--- src/rtl/gun_flash_pkg.sv ---
// gun_flash_pkg: shared types for the light-gun flash sequencer.
// Holds the FSM state enum and the frame-counter width helper.
package gun_flash_pkg;

  typedef enum logic [2:0] {
    IDLE,
    WAIT_FRAME,
    BLACK,
    TARGET,
    COOLDOWN
  } state_t;

  // Wide enough to hold the largest frame count without wrapping.
  function automatic int cnt_width(
    input int a,
    input int b,
    input int c
  );
    int m;
    m = a;
    if (b > m) m = b;
    if (c > m) m = c;
    if (m < 1) return 1;
    return $clog2(m + 1);
  endfunction

endpackage

--- src/rtl/sync_2ff.sv ---
// sync_2ff: 1-bit two-flop synchroniser, async reset to 0.
// Ports: clk, rst (async, active-high), d (async in), q (synced out).
module sync_2ff (
  input  logic clk,
  input  logic rst,
  input  logic d,
  output logic q
);

  logic meta;

  always_ff @(posedge clk or posedge rst) begin
    if (rst) begin
      meta <= 1'b0;
      q    <= 1'b0;
    end else begin
      meta <= d;
      q    <= meta;
    end
  end

endmodule

--- src/rtl/gun_flash_seq.sv ---
// gun_flash_seq: light-gun display sequencer (black, target, cooldown).
// Ports: clk, rst (async, active-high), frame_start, shot_req,
//   gun_is_connected, gun_photodetector in; overlay_black,
//   overlay_target, sample_en, busy, seq_done, light_seen, aborted out.
// Option: define GUN_FLASH_AMBIENT_REJECT_EN to reject light seen
//   during the black frames (lamps, bright screen areas).
module gun_flash_seq
  import gun_flash_pkg::*;
#(
  parameter int BLACK_FRAMES    = 1,
  parameter int TARGET_FRAMES   = 1,
  parameter int COOLDOWN_FRAMES = 2
) (
  input  logic clk,
  input  logic rst,
  input  logic frame_start,
  input  logic shot_req,
  input  logic gun_is_connected,
  input  logic gun_photodetector,
  output logic overlay_black,
  output logic overlay_target,
  output logic sample_en,
  output logic busy,
  output logic seq_done,
  output logic light_seen,
  output logic aborted
);

  localparam int CW = cnt_width(
    BLACK_FRAMES, TARGET_FRAMES, COOLDOWN_FRAMES);

  localparam logic [CW-1:0] N_BLACK  = CW'(BLACK_FRAMES);
  localparam logic [CW-1:0] N_TARGET = CW'(TARGET_FRAMES);
  localparam logic [CW-1:0] N_COOL   = CW'(COOLDOWN_FRAMES);

  state_t state;
  state_t state_nx;

  logic [CW-1:0] cnt;
  logic [CW-1:0] cnt_nx;
  logic [CW-1:0] cnt_inc;

  logic pd_s;
  logic seen;
  logic seen_nx;
  logic done_nx;
  logic abort_nx;
  logic light_nx;
  logic amb;
  logic amb_nx;

  sync_2ff u_pd_sync (
    .clk (clk),
    .rst (rst),
    .d   (gun_photodetector),
    .q   (pd_s)
  );

  // Saturating increment: a counter never wraps back to 0.
  assign cnt_inc = (&cnt) ? cnt : cnt + 1'b1;

  always_comb begin
    state_nx = state;
    cnt_nx   = cnt;
    seen_nx  = seen;
    amb_nx   = amb;
    done_nx  = 1'b0;
    abort_nx = 1'b0;
    light_nx = light_seen;
    unique case (state)
      IDLE: begin
        if (shot_req && gun_is_connected) begin
          state_nx = WAIT_FRAME;
        end
      end
      WAIT_FRAME: begin
        if (!gun_is_connected) begin
          state_nx = IDLE;
          abort_nx = 1'b1;
          cnt_nx   = '0;
        end else if (frame_start) begin
          state_nx = BLACK;
          cnt_nx   = '0;
          amb_nx   = 1'b0;
        end
      end
      BLACK: begin
        amb_nx = amb | pd_s;
        if (!gun_is_connected) begin
          state_nx = IDLE;
          abort_nx = 1'b1;
          cnt_nx   = '0;
        end else if (frame_start) begin
          cnt_nx = cnt_inc;
          if (cnt_inc >= N_BLACK) begin
            state_nx = TARGET;
            cnt_nx   = '0;
            seen_nx  = 1'b0;
          end
        end
      end
      TARGET: begin
        seen_nx = seen | pd_s;
        if (!gun_is_connected) begin
          state_nx = IDLE;
          abort_nx = 1'b1;
          cnt_nx   = '0;
        end else if (frame_start) begin
          cnt_nx = cnt_inc;
          if (cnt_inc >= N_TARGET) begin
            state_nx = COOLDOWN;
            cnt_nx   = '0;
            done_nx  = 1'b1;
`ifdef GUN_FLASH_AMBIENT_REJECT_EN
            light_nx = seen_nx & ~amb;
`else
            light_nx = seen_nx;
`endif
          end
        end
      end
      COOLDOWN: begin
        // A disconnect here is harmless: the verdict is already out.
        if (COOLDOWN_FRAMES == 0) begin
          state_nx = IDLE;
        end else if (frame_start) begin
          cnt_nx = cnt_inc;
          if (cnt_inc >= N_COOL) begin
            state_nx = IDLE;
            cnt_nx   = '0;
          end
        end
      end
      default: begin
        state_nx = IDLE;
        cnt_nx   = '0;
      end
    endcase
  end

  always_ff @(posedge clk or posedge rst) begin
    if (rst) begin
      state <= IDLE;
      cnt   <= '0;
      seen  <= 1'b0;
    end else begin
      state <= state_nx;
      cnt   <= cnt_nx;
      seen  <= seen_nx;
    end
  end

`ifdef GUN_FLASH_AMBIENT_REJECT_EN
  always_ff @(posedge clk or posedge rst) begin
    if (rst) begin
      amb <= 1'b0;
    end else begin
      amb <= amb_nx;
    end
  end
`else
  assign amb = 1'b0;
`endif

  // Outputs are decoded from the next state so they line up
  // exactly with the state register while staying registered.
  always_ff @(posedge clk or posedge rst) begin
    if (rst) begin
      overlay_black  <= 1'b0;
      overlay_target <= 1'b0;
      sample_en      <= 1'b0;
      busy           <= 1'b0;
      seq_done       <= 1'b0;
      light_seen     <= 1'b0;
      aborted        <= 1'b0;
    end else begin
      overlay_black  <= (state_nx == BLACK);
      overlay_target <= (state_nx == TARGET);
      sample_en      <= (state_nx == TARGET);
      busy           <= (state_nx != IDLE);
      seq_done       <= done_nx;
      light_seen     <= light_nx;
      aborted        <= abort_nx;
    end
  end

endmodule

--- config.mk ---
export PLATFORM = sky130hd
export DESIGN_NAME = gun_flash_seq
export DESIGN_NICKNAME = d
export VERILOG_FILES = /design/src/rtl/gun_flash_pkg.sv /design/src/rtl/sync_2ff.sv /design/src/rtl/gun_flash_seq.sv
export SDC_FILE = /design/constraint.sdc
export NUM_CORES = 1
export LEC_CHECK = 0
export CAP_MARGIN = 20
export CELL_PAD_IN_SITES_DETAIL_PLACEMENT = 1
export CELL_PAD_IN_SITES_GLOBAL_PLACEMENT = 1
export CORE_AREA = 2 2 43 45
export DETAILED_ROUTE_END_ITERATION = 7
export DIE_AREA = 0 0 45 47
export HOLD_SLACK_MARGIN = 0.08
export PLACE_DENSITY_LB_ADDON = 0.1
export SLEW_MARGIN = 20
export SYNTH_ARGS = -nofsm -noshare
export SYNTH_HDL_FRONTEND = slang
export SYNTH_SLANG_ARGS = --single-unit
export TNS_END_PERCENT = 30
--- constraint.sdc ---
create_clock -name clk -period 1.3 [get_ports clk]
set_input_delay 0.195 -clock clk [delete_from_list [all_inputs] [get_ports clk]]
set_output_delay 0.195 -clock clk [all_outputs]
set_load 0.05 [all_outputs]
## Word-level counts from Yosys, hierarchy flattened

Index checks and enable logic that the tools add are counted.

| cells by class | value |
|---|---|
| eq/ne operators | 12 |
| muxes and demuxes | 31 |
| bitwise gates (word level) | 2 |
| order comparisons | 2 |
| reductions and logical operators | 10 |
| add/sub/neg operators | 1 |

Operator list:

| kind | number |
|---|---|
| $mux W3 | 11 |
| $mux W2 | 8 |
| $pmux W3 S5 | 1 |
| $eq A3 B2 Y1 const B | 4 |
| $reduce_and A4 Y1 | 3 |
| $mux W1 | 9 |
| $ne A2 B2 Y1 const B | 4 |
| $pmux W2 S4 | 1 |
| $ne A3 B3 Y1 const B | 2 |
| $eq A3 B1 Y1 const B | 1 |
| $eq A3 B3 Y1 const B | 1 |
| $logic_not A3 Y1 | 1 |
| $reduce_bool A3 Y1 | 1 |
| $reduce_or A3 Y1 | 1 |
| $add A2 B1 Y2 const B | 1 |
| $ge A2 B1 Y1 const B | 1 |
| $ge A2 B2 Y1 const B | 1 |
| $pmux W1 S2 | 1 |
| $reduce_and A2 Y1 | 1 |
| $reduce_bool A2 Y1 | 1 |
| $reduce_or A2 Y1 | 1 |
| $logic_and A1 B1 Y1 | 1 |
| $not A1 Y1 | 1 |
| $or A1 B1 Y1 | 1 |

| word-level totals | value |
|---|---|
| output and inout bits | 7 |
| logic and storage cells | 69 |
| bits in registers | 14 |
| input port bits | 6 |

## Depth between registers and ports, before layout

Gate-level depths: netlist of the first run.

| logic depth | value |
|---|---|
| word-level depth | 8 |
| depth in mapped cells | 4 |
| gate-level depth less buffers | 4 |

## By module

Synthesis of the first run repeated with hierarchy kept, for this count alone.

| second synthesis, totals | value |
|---|---|
| cell total of the unflattened synthesis | 54 |
| area, all modules | 635.6 um2 |

By module, submodules not included:

| module | cells an instance | seq. area each (um2) | instances | area an instance (um2) |
|---|---|---|---|---|
| gun_flash_seq | 51 | 300.3 | 1 | 581.8 |
| sync_2ff | 3 | 50.0 | 1 | 53.8 |

## Worst setup path after synthesis of the first run

OpenSTA, ideal clock, no wires.

| timing | value |
|---|---|
| path type | register to register |
| start | reg state[1] |
| end | reg overlay_black |
| required time | 1.220 ns |
| clock period less this slack | 1.155 ns |
| path slack | 0.145 ns |
| stages on the path, launching flop included | 5 |
| arrival time | 1.075 ns |
| library setup time | 0.080 ns |
| buffers on the path | 0 |
| cell sequence | dfrtp_1 > mux2_4 > o211ai_2 > inv_2 > nor3_2 |

| on the way | value |
|---|---|
| elaborated cells between the ends (all ways) | 18 |
| classes of those cells | 5 x eq/ne; 12 x mux; 1 x reduce/logical |

RTL lines:

| element | line | source |
|---|---|---|
| start, declared | gun_flash_seq.sv:36 | `state_t state;` |
| start signal, assigned | gun_flash_seq.sv:147 | `state <= state_nx;` |
| $eq A3 B3 Y1, or another cell as far along | gun_flash_seq.sv:70 | `unique case (state)` |
| $pmux W3 S5 (*) | gun_flash_seq.sv:70 |  |
| net state_nx[0] | gun_flash_seq.sv:37 | `state_t state_nx;` |
| $eq A3 B2 Y1 (*) | gun_flash_seq.sv:177 | `overlay_black <= (state_nx == BLACK);` |
| end signal, assigned | gun_flash_seq.sv:177 |  |
| end, declared | gun_flash_seq.sv:20 | `output logic overlay_black,` |

The timed path passes the listed nets; every way through them passes the cells marked *.
A chain may end at the register's enable or synchronous reset.

## Worst setup path after layout of the first run

Ends and elaborated chain as after synthesis.

==> impl.org, run 1 <==
** Timing
- Across all setup checks in the final design, the least slack found is 60.4 ps.
- On the final layout, the worst clock skew is between 2 and 2.5 ps.
- Setup violations remaining at the end of the flow were counted as 0.
- Setup total negative slack on the finished layout was measured at 0 ps.
- Static timing analysis puts the maximum clock frequency at approximately 800 MHz.
- Hold is met by 194 ps.
- The number of hold-slack violations in the final timing report was 0.
- For the pin with the worst max-slew slack, the measured transition is about 250 ps.
- Final Max Tran Viols :: 0
- Post-layout min period :: 1240 ps
- Setup repair after global routing could not meet its margin everywhere.
- Worst slew slack as a fraction of its limit :: 83.1%
- Share of the clock period used by the worst path after layout :: between 90% and 100%

** CTS
- No sink is reached through more buffers than the 2 on the longest clock path.
- CTS built an H-tree with a depth of 1.
- The tree is rooted in a clkbuf_4.
- Total CTS buffers :: 3
- The clock net in this run drives a total of 14 sinks.
- Skew-Pair Late Insertion Delay :: around 280 ps
- Clock tree from TritonCTS :: yes
- After clock tree synthesis, the clock-pin slew on the worst setup and hold paths is around 90 ps.
- Cts hold-fix bufs :: 0
- Post-CTS timing repair inserted 0 buffers for setup.

** Critical path
- The critical path is of the reg -> reg type.
- Cell count along the critical path :: 4
- Buffering stage count on the worst path with inverters included :: 1
- Cells on worst reg2reg path :: 4
- The critical path starts at state[1].
- Crit-path max FO :: 4
- For this design, the slowest cell found on the critical path is dfrtp_1.
- STA puts the critical path data arrival time at approximately 1500 ps.
- The kind of cell with the highest combined delay along the critical path is flip-flops.
- STA classifies the critical path startpoint as a flop.
- For this run, the slowest stage of the critical path takes 440 ps.
- Data on the critical path is required at its endpoint by 1510 ps.
- The critical path goes through mux2_4 > o211ai_2 > inv_2 > nor3_2.
- Capturing element type of the critical path :: flop
- The startpoint identified for the worst register-to-register timing path is state[1].

** Route
- After detailed routing, the number of remaining DRC violations is 0.
- Detailed Routing Iterations Pass 1 :: 4
- Number of DRC markers in iteration 0 :: 4
- Summing over every cut layer, the via total after detailed routing is 408.
- Remaining number of nets flagged by the antenna check after routing :: 0
- Average wire per cell in the routed design :: ~13 um
- In the routed layout, each cell is associated on average with a via count of around 4.9.
- The final layout contains routed wiring with a total length of ~1100 um.

** GRT
- Aggregate global routing overflow :: 0
- Number of antenna violations at the first check in global routing :: 0
- Largest net degree at the start of global routing :: 15
- All-layer global routing usage :: between 10% and 20%
- Via count of the first global-routing pass :: about 390
- Global-route wire length before repair :: roughly 1700 um

** Layout
- Counting the fill cells in the layout gives between 150 and 200.
- Registers take between 300 and 400 um2.
- Final cell count without fillers :: 84
- The final layout contains 74 nets.
- Antenna diode count :: 0
- The post-route netlist has a little over a third of its cells at a drive strength greater than 1.
- The multi-input combinational cells in the finished layout cover a total of ~180 um2.
- The area growth from synthesis to layout is 49.0%.

** Floorplan
- The region available for standard cell placement spans 0.00165 mm2.
- Top-level I/O count :: 13
- Die Span Y :: 47 um
- Initial cell density of the core :: ~34%
- The floorplan has 15 rows.
- Total die area :: around 0.0021 mm2
- Die Span X :: around 45 um

** Synth
- Yosys reg bits :: 14
- Summing every instance area after synthesis gives between 500 and 600 um2.
- Warning count from the yosys run :: 0
- Synth unique cells :: 22
- Synthesis produced a netlist with a net count of 54.
- Synthesis produced 48 cells.
- Post-Syn Area per Cell :: 11.7 um2
- Sequential elements use between 60% and 70% of the synthesized area.

** Place
- Timing analysis after detailed placement gives a worst setup slack of -158 ps.
- RD Place Congestion :: between 0.7 and 0.8
- Inst Count DP :: 80
- The wire-length estimate of the detail-placed layout is ~860 um.
- Number of buffer cells added on primary ports :: 12

** Run status
- The flow ran to the end, and the final reports show no timing, DRC or antenna violations.

** Pwr
- For this design the static power due to leakage is 0.401 nW.
- In this run the power density over the cells is 1330 mW/mm2.
- Design Power :: 1.11 mW
- The worst-case IR drop observed on VDD is around 570 uV.

** Min path
- In this run the worst hold path is classified as in -> async.

** Run
- Across the run, the number of max-cap violations was 0.
[what timing repair did]
action                                 CTS  global route
endpoints found under the hold margin    0             0
gates resized for setup                  0             2
setup endpoints to repair                0             3
[state kept, by name (all words and copies together) (netlist names)]
name,count
seq_done,1
overlay_black,1
state,3
u_pd_sync.q,1
busy,1
cnt,2
light_seen,1
sample_en,1
u_pd_sync.meta,1
seen,1
aborted,1
[area by class of cell]
cell class,instances,share of cell area (%)
multi-input combinational,26,21.3
clock buffer,4,4.35
timing repair buffer,16,26.4
inverter,7,3.15
sequential,14,42.2
tap,17,2.55
[logic make-up after synthesis]
logic type | after synthesis | synth area share, %
multiplexers | 1 | 2.68
AO/OA/AOI/OAI | 8 | 11.0
flip-flops | 14 | 62.6
buffers and inverters | 8 | 6.04
AND/OR/NAND/NOR | 16 | 16.1
XOR/XNOR | 1 | 1.57
[stage by stage]
| step | util, % | instance area (um2) |
|---|---|---|
| 2_1_floorplan | - | 559 |
| 3_3_place_gp | 48.0 | 793 |
| 3_5_place_dp | 48.0 | 793 |
| 4_1_cts | 50.2 | 830 |
| 5_1_grt | 50.5 | 833 |
| 6_report | 50.5 | 833 |
[power breakdown]
group	total [mW]	internal, mW	switching (mW)	leakage (nW)
clock	0.316	0.171	0.145	0.0210
sequential	0.507	0.470	0.0370	0.184
combinational	0.283	0.139	0.144	0.196
[worst paths after layout]
check                            endpoint  slack [ps]
min reg2reg                   u_pd_sync.q         360
max reg2reg                 overlay_black          60
max in group asynchronous        state[2]         930
min                           u_pd_sync.q         190
min in group clk           u_pd_sync.meta         340
max                         overlay_black          60
[layer usage]
layer  part of all wire, %  wire length [um]  vias up  track usage (%)
met2                    48               529       14             19.7
met5                     0                 0        -                0
met4                   2.6                28        0             8.82
met3                   5.6                61        4             5.00
met1                    44               477      192             13.4
li1                      -                 -      198                -
[worst min-delay path: stages]
cell             delay [ps]
clkdlybuf4s50_1         390
inv_1                    50
buf_4                   200
[cells in the mapped netlist]
cell | n | area [um2]
and2_1 | 1 | 6.26
a32oi_1 | 1 | 8.76
o2bb2ai_1 | 1 | 8.76
buf_4 | 1 | 7.51
and4b_4 | 1 | 13.8
nor3_2 | 1 | 10.0
inv_2 | 2 | 7.51
nor3_1 | 1 | 5.00
dfrtp_1 | 14 | 350
nand3_1 | 1 | 5.00
nor2_1 | 5 | 18.8
inv_1 | 5 | 18.8
o21ai_0 | 2 | 10.0
nand2_1 | 4 | 15.0
mux2_4 | 1 | 15.0
and2b_2 | 1 | 8.76
o211ai_2 | 1 | 12.5
a32o_1 | 1 | 10.0
nor3b_1 | 1 | 7.51
a31oi_1 | 1 | 6.26
xnor2_1 | 1 | 8.76
a21oi_1 | 1 | 5.00
[cells in the final DEF, fill, tap and decap left out, types with 2 or more instances in the layout]
master	instances
inv_1	5
nand2_1	4
buf_4	4
o21ai_0	2
nor2_1	4
dfrtp_1	13
clkbuf_4	3
inv_2	2
buf_12	7
clkdlybuf4s50_1	5
No activity file was read; power rests on OpenSTA's default activity.
==> inputs of run 2 (changes only) <==
- REMOVE_ABC_BUFFERS: not set -> 1
==> impl.org, run 2 (synthesis gave the netlist of run 1 again) <==
** Run status
- The run finished with clean final reports.

** Critical path
- Start-to-end type of the worst setup path :: reg -> reg
- For flop-to-flop paths, the worst setup slack is 80 ps.
- Source of the worst register-to-register timing path :: state[1]
- For the worst flop-to-flop path, the logic depth is 4.
- Along the worst path, the maximum fanout reaches 4.
- Crit Reg-Reg Endpoint :: overlay_black
- STA puts the critical path data arrival time at 1430 ps.
- Startpoint class of the critical path :: flop
- Data required, critical path :: roughly 1500 ps
- Capturing element type of the critical path :: flop

** Layout
- Register with the highest flop count :: state
- Proportion of layout cells with a drive suffix above 1 :: between 30% and 40%
- Number of filler instances in the final layout :: around 190
- Commonest non-fill, non-tap cell in the layout :: dfrtp_1
- From synthesis to final layout, the design area changed by 49.2%.
- For this run, the share of the core covered by cells in the final layout is approximately 51%.
- Antenna diode count :: 0
- Most frequent cells in the layout :: dfrtp_1, buf_12, nor2_1, inv_1
- In the final layout, the registers with the most flip-flops are state: 3 flops, cnt: 2 flops.
- Post-layout net count :: 73
- The register with the most flip-flops in the layout has 3 of them.

** Route
- # DRC :: 0
- The first routing iteration left 8 violations.
- Remaining number of nets flagged by the antenna check after routing :: 0
- Dividing the detail-routed wire length by the instance count gives roughly 13 um.
- DR vias :: roughly 400
- Dividing the detail-routed via count by the number of cells gives approximately 5.
- Detailed Routing Iterations Pass 1 :: 3
- Total wire length :: about 1100 um

** CTS
- The clock reaches the later pin of the worst-skew pair after around 280 ps.
- Clock input transition at the sequential cells of the worst setup and hold paths :: about 90 ps
- Number of levels in the clock H-tree :: 1
- Post-cts gate resize count :: 0
- In this run, post-CTS hold repair placed 0 buffers.
- Counting the buffers created by CTS gives 3.
- Clock tree from TritonCTS :: yes
- Post-CTS repair timing setup buffer count :: 0
- Counting every sink on the clock net gives 14.
- In this run the clock root is driven by a clkbuf_4.
- Clock Path Buffers :: 2

** GRT
- Entering global routing, the biggest net connects 15 pins.
- The first global-routing pass estimated 1880 um of wire.
- Number of antenna violations at the first check in global routing :: 0
- All-layer global routing usage :: 13.1%
- The number of global-route vias before repair is between 400 and 500.
- Global routing finished with a remaining overflow of 0.

** Pwr
- VDD sags by at most 585 uV.
- Sequential share of power :: 45.8%
- In this run the power spent charging and discharging nets is around 330 uW.
- Switching Share :: 29.5%
- Combinational power share :: around a quarter
- For this design the static power due to leakage is approximately 0.4 nW.
- The internal power of the cells totals between 700 and 800 uW.
- The clock network burns 28.4% of the power.
- Power density over cell area :: approximately 1300 mW/mm2

** Timing
- RSZ-0062 raised after global routing :: yes
- Transition at the pin with the smallest max-transition slack :: between 300 and 400 ps
- Setup violations remaining at the end of the flow were counted as 0.
- Final setup skew :: roughly 9.2 ps
- Of the available clock period, the critical path in the final layout requires a little over nine tenths.
- In this run the tightest slew margin relative to its limit is slightly below 80%.
- Post-layout min period :: 1220 ps
- Setup slack on the critical path of the routed design comes to between 70 and 80 ps.
- Final Max Tran Viols :: 0
- Final hold violation count :: 0
- Maximum clock rate :: roughly 820 MHz

** Place
- RD Place Congestion :: between 0.7 and 0.8
- Detail Placement HPWL :: a little over 800 um
- Number of buffer cells added on primary ports :: 12
- Prior to clock tree synthesis, the placed netlist has a worst setup slack of -234 ps.

** Floorplan
- Core ar. :: around 0.0017 mm2
- The initialized floorplan defines 15 standard-cell rows.
- The die is approximately 45 um wide.
- Once the floorplan was initialized, standard cells occupied between 30% and 40% of the core.
- 13 I/O pins were placed.
- Total die area :: about 0.0021 mm2
- From bottom edge to top edge, the die measures about 47 um.

** Min path
- Class of the most critical hold timing path :: in -> async

** Run
- Across the run, the number of max-cap violations was 0.
run 2: through the flow:
stage	instance area (um2)	total power [mW]	setup TNS [ps]	cells	hold WS [ps]
3_3_place_gp	786	0.794	-854	79	336
4_1_cts	822	1.12	0	83	193
2_1_floorplan	552	0.646	0	47	84.2
6_report	835	1.11	0	83	194
3_5_place_dp	786	0.796	-1150	79	342
5_1_grt	835	1.16	-22.2	83	228
run 2: cell type report:
class	count	area, um2	area share [%]
multi-input combinational	26	184	22.0
timing repair buffer	15	215	25.8
tap	17	21.3	2.55
clock buffer	4	36.3	4.35
sequential	14	352	42.1
inverter	7	26.3	3.15
run 2: power groups by stage:
stage	registers, mW	logic [mW]	clock network (mW)
floorplan	0.575	0.0708	0
global placement	0.513	0.281	0
detailed placement	0.514	0.283	0
CTS	0.505	0.284	0.332
global route	0.512	0.304	0.342
finish	0.506	0.285	0.314
run 2: metal layers:
| metal | vias up | track usage [%] | wire length (um) |
|---|---|---|---|
| met4 | 0 | 8.82 | 24 |
| met5 | - | 0 | 0 |
| li1 | 193 | - | - |
| met3 | 2 | 3.46 | 47 |
| met1 | 200 | 17.4 | 529 |
| met2 | 10 | 18.6 | 488 |
run 2: critical path, stage by stage, from the launching register on:
cell and delay [ps]:
dfrtp_1 430, mux2_4 330, o211ai_4 190, inv_2 60
nor3_2 140
run 2: how the worst max path moves through the flow:
stage                            from             to
after floorplan              state[1]  overlay_black
after global placement    frame_start  overlay_black
after detailed placement  frame_start  overlay_black
after CTS                 frame_start  overlay_black
after global routing         state[1]  overlay_black
final                        state[1]  overlay_black
==> inputs of run 3 (changes only) <==
- HOLD_SLACK_MARGIN: 0.08 -> 0.1
- RECOVER_POWER: not set -> 50
==> impl.org, run 3 (synthesis gave the netlist of run 1 again) <==
** Place
- The count of buffers added on input and output ports is 12.
- Prior to clock tree synthesis, the placed netlist has a worst setup slack of -234 ps.
- Summing all placed instances gives a cell area of about 790 um2.
- RD Place Congestion :: 0.724
- Detail Placement HPWL :: roughly 810 um

** CTS
- Clock tree synthesis inserted a total of 3 buffers.
- Number of sinks driven by the clock tree :: 14
- Once the clock tree was built, the resizer swapped 0 gates to a different size.
- CTS root buffer :: clkbuf_4
- Post-CTS repair timing setup buffer count :: 0
- After clock tree synthesis, the flow added hold-fix buffers numbering 0.
- Clock tree from TritonCTS :: yes
- Clock Path Buffers :: 2
- In this run the number of H-tree levels came out at 1.
- Skew-Pair Late Insertion Delay :: 280 ps
- Clock input transition at the sequential cells of the worst setup and hold paths :: 90 ps

** Timing
- Worst slew slack as a fraction of its limit :: around 50%
- Final Max Tran Viols :: 0
- The number of hold-slack violations in the final timing report is 0.
- Setup repair after global routing could not meet its margin everywhere.
- Final setup skew :: 9.23 ps
- For the pin with the worst max-slew slack, the measured transition is ~750 ps.
- After layout, the minimum clock period comes to ~1200 ps.
- Derived from the worst setup path, the maximum achievable clock frequency is 817 MHz.
- Setup violations remaining at the end of the flow were counted as 0.
- Share of the clock period used by the worst path after layout :: 94.2%
- Once routing completed, OpenROAD measured the worst setup slack at 75.3 ps.

** Critical path
- In this run the worst path has a maximum fanout of 4.
- The slowest stage of the critical path is the dfrtp_1 cell.
- CP delay by family, top :: flip-flops
- Arrival time at the worst endpoint :: 1430 ps
- The worst setup path is launched from a flop.
- The worst setup path is of the reg -> reg kind.
- STA classifies the critical path endpoint as a flop.
- Data on the critical path is required at its endpoint by 1500 ps.
- Delay of the slowest cell on the worst path :: ~430 ps
- Walking the worst path, the cells encountered are mux2_4 > o211ai_4 > inv_2 > nor3_2.
- Together, buffers and inverters on the worst path number 1.

** GRT
- All-layer global routing usage :: 13.1%
- Via count of the first global-routing pass :: approximately 400
- Aggregate global routing overflow :: 0
- The first global-routing pass estimated around 1900 um of wire.
- Entering global routing, the biggest net connects 15 pins.
- The number of antenna violations at the first check in global routing was 0.

** Floorplan
- The die is ~47 um tall.
- Once the floorplan was initialized, standard cells occupied 33.9% of the core.
- Total die area :: approximately 0.0021 mm2
- Core ar. :: about 0.0017 mm2
- Top-level I/O count :: 13
- Die Span X :: 45 um
- The initialized floorplan defines 15 standard-cell rows.

** Min path
- The path class of the tightest hold or removal check is reg -> reg.

** Route
- After detailed routing, the average wire length per cell comes to between 10 and 15 um.
- Summed over all layers, the routed wires come to 1090 um.
- The detailed router finished its first iteration with 8 violations.
- Remaining number of nets flagged by the antenna check after routing :: 0
- # DRC :: 0
- DR vias :: 405
- Detailed Routing Iterations Pass 1 :: 3
- After detailed routing, the number of vias per cell comes to slightly below 5.

** Layout
- Largest registers :: state: 3 flops, cnt: 2 flops
- From synthesis to final layout, the design area changed by 48.5%.
- Proportion of layout cells with a drive suffix above 1 :: 31.8%
- Most frequent cells in the layout :: dfrtp_1, buf_12, nor2_1, inv_1, nand2_1
- In the final design database the tool counted 73 nets.
- The register with the most flip-flops in the layout has 3 of them.
- Layout Cell Area excl Fill :: about 830 um2
- Antenna diode count :: 0
- Leaving out fill and tap cells, the most frequent cell in the layout is dfrtp_1.
- Register with the highest flop count :: state

** Pwr
- For this design the ratio of total power to cell area is 1330 mW/mm2.
- Summed over all cells, the static leakage comes to between 0.4 and 0.5 nW.
- Across the VDD grid, the largest voltage drop is between 500 and 600 uV.

** Run
- Max-cap violations in this run came to 0.

** Run status
- The run finished with clean final reports.
## run 3: cell count changes in the layout (fill, tap and decap cells not counted), sizes merged
cell	before	now
clkdlybuf4s50	4	2
buf	10	9
clkbuf	4	5
dlygate4sd3	0	2
## run 3: layout make-up
type	instances	area, um2
Inverter	7	26.3
Multi-Input combinational cell	26	184
Fill cell	187	821
Tap cell	17	21.3
Clock buffer	4	36.3
Sequential cell	14	352
Timing Repair Buffer	15	211
## run 3: path summary, 6_finish.rpt
check | cells past startpoint | to | slack, ps | startpoint
worst max-delay path | 4 | overlay_black | 80 | state[1]
worst max register to register | 4 | overlay_black | 80 | state[1]
worst min register to register | 0 | u_pd_sync.q | 360 | u_pd_sync.meta
min in group asynchronous | 3 | seen | 530 | rst
max in group asynchronous | 3 | state[0] | 240 | rst
worst min-delay path | 0 | u_pd_sync.q | 360 | u_pd_sync.meta
## run 3: report_power, final
part	switching (mW)	total (mW)	internal (mW)
combinational	0.146	0.282	0.136
clock	0.144	0.314	0.170
sequential	0.0361	0.506	0.470
## run 3: stage by stage
| stage | hold slack, ps | util [%] | setup TNS, ps | std cells | power (mW) |
|---|---|---|---|---|---|
| 2_1_floorplan | 84.2 | - | 0 | 47 | 0.646 |
| 3_3_place_gp | 336 | 47.6 | -854 | 79 | 0.794 |
| 3_5_place_dp | 342 | 47.6 | -1150 | 79 | 0.796 |
| 4_1_cts | 193 | 49.8 | 0 | 83 | 1.12 |
| 5_1_grt | 365 | 50.3 | -22.2 | 83 | 1.15 |
| 6_report | 359 | 50.3 | 0 | 83 | 1.10 |
## run 3: per-layer routing
| layer | track usage [%] | vias to the layer above | share of wire [%] |
|---|---|---|---|
| li1 | - | 193 | - |
| met1 | 17.4 | 200 | 49 |
| met2 | 18.6 | 10 | 45 |
| met3 | 3.46 | 2 | 4.3 |
| met4 | 8.82 | 0 | 2.2 |
| met5 | 0 | - | 0 |
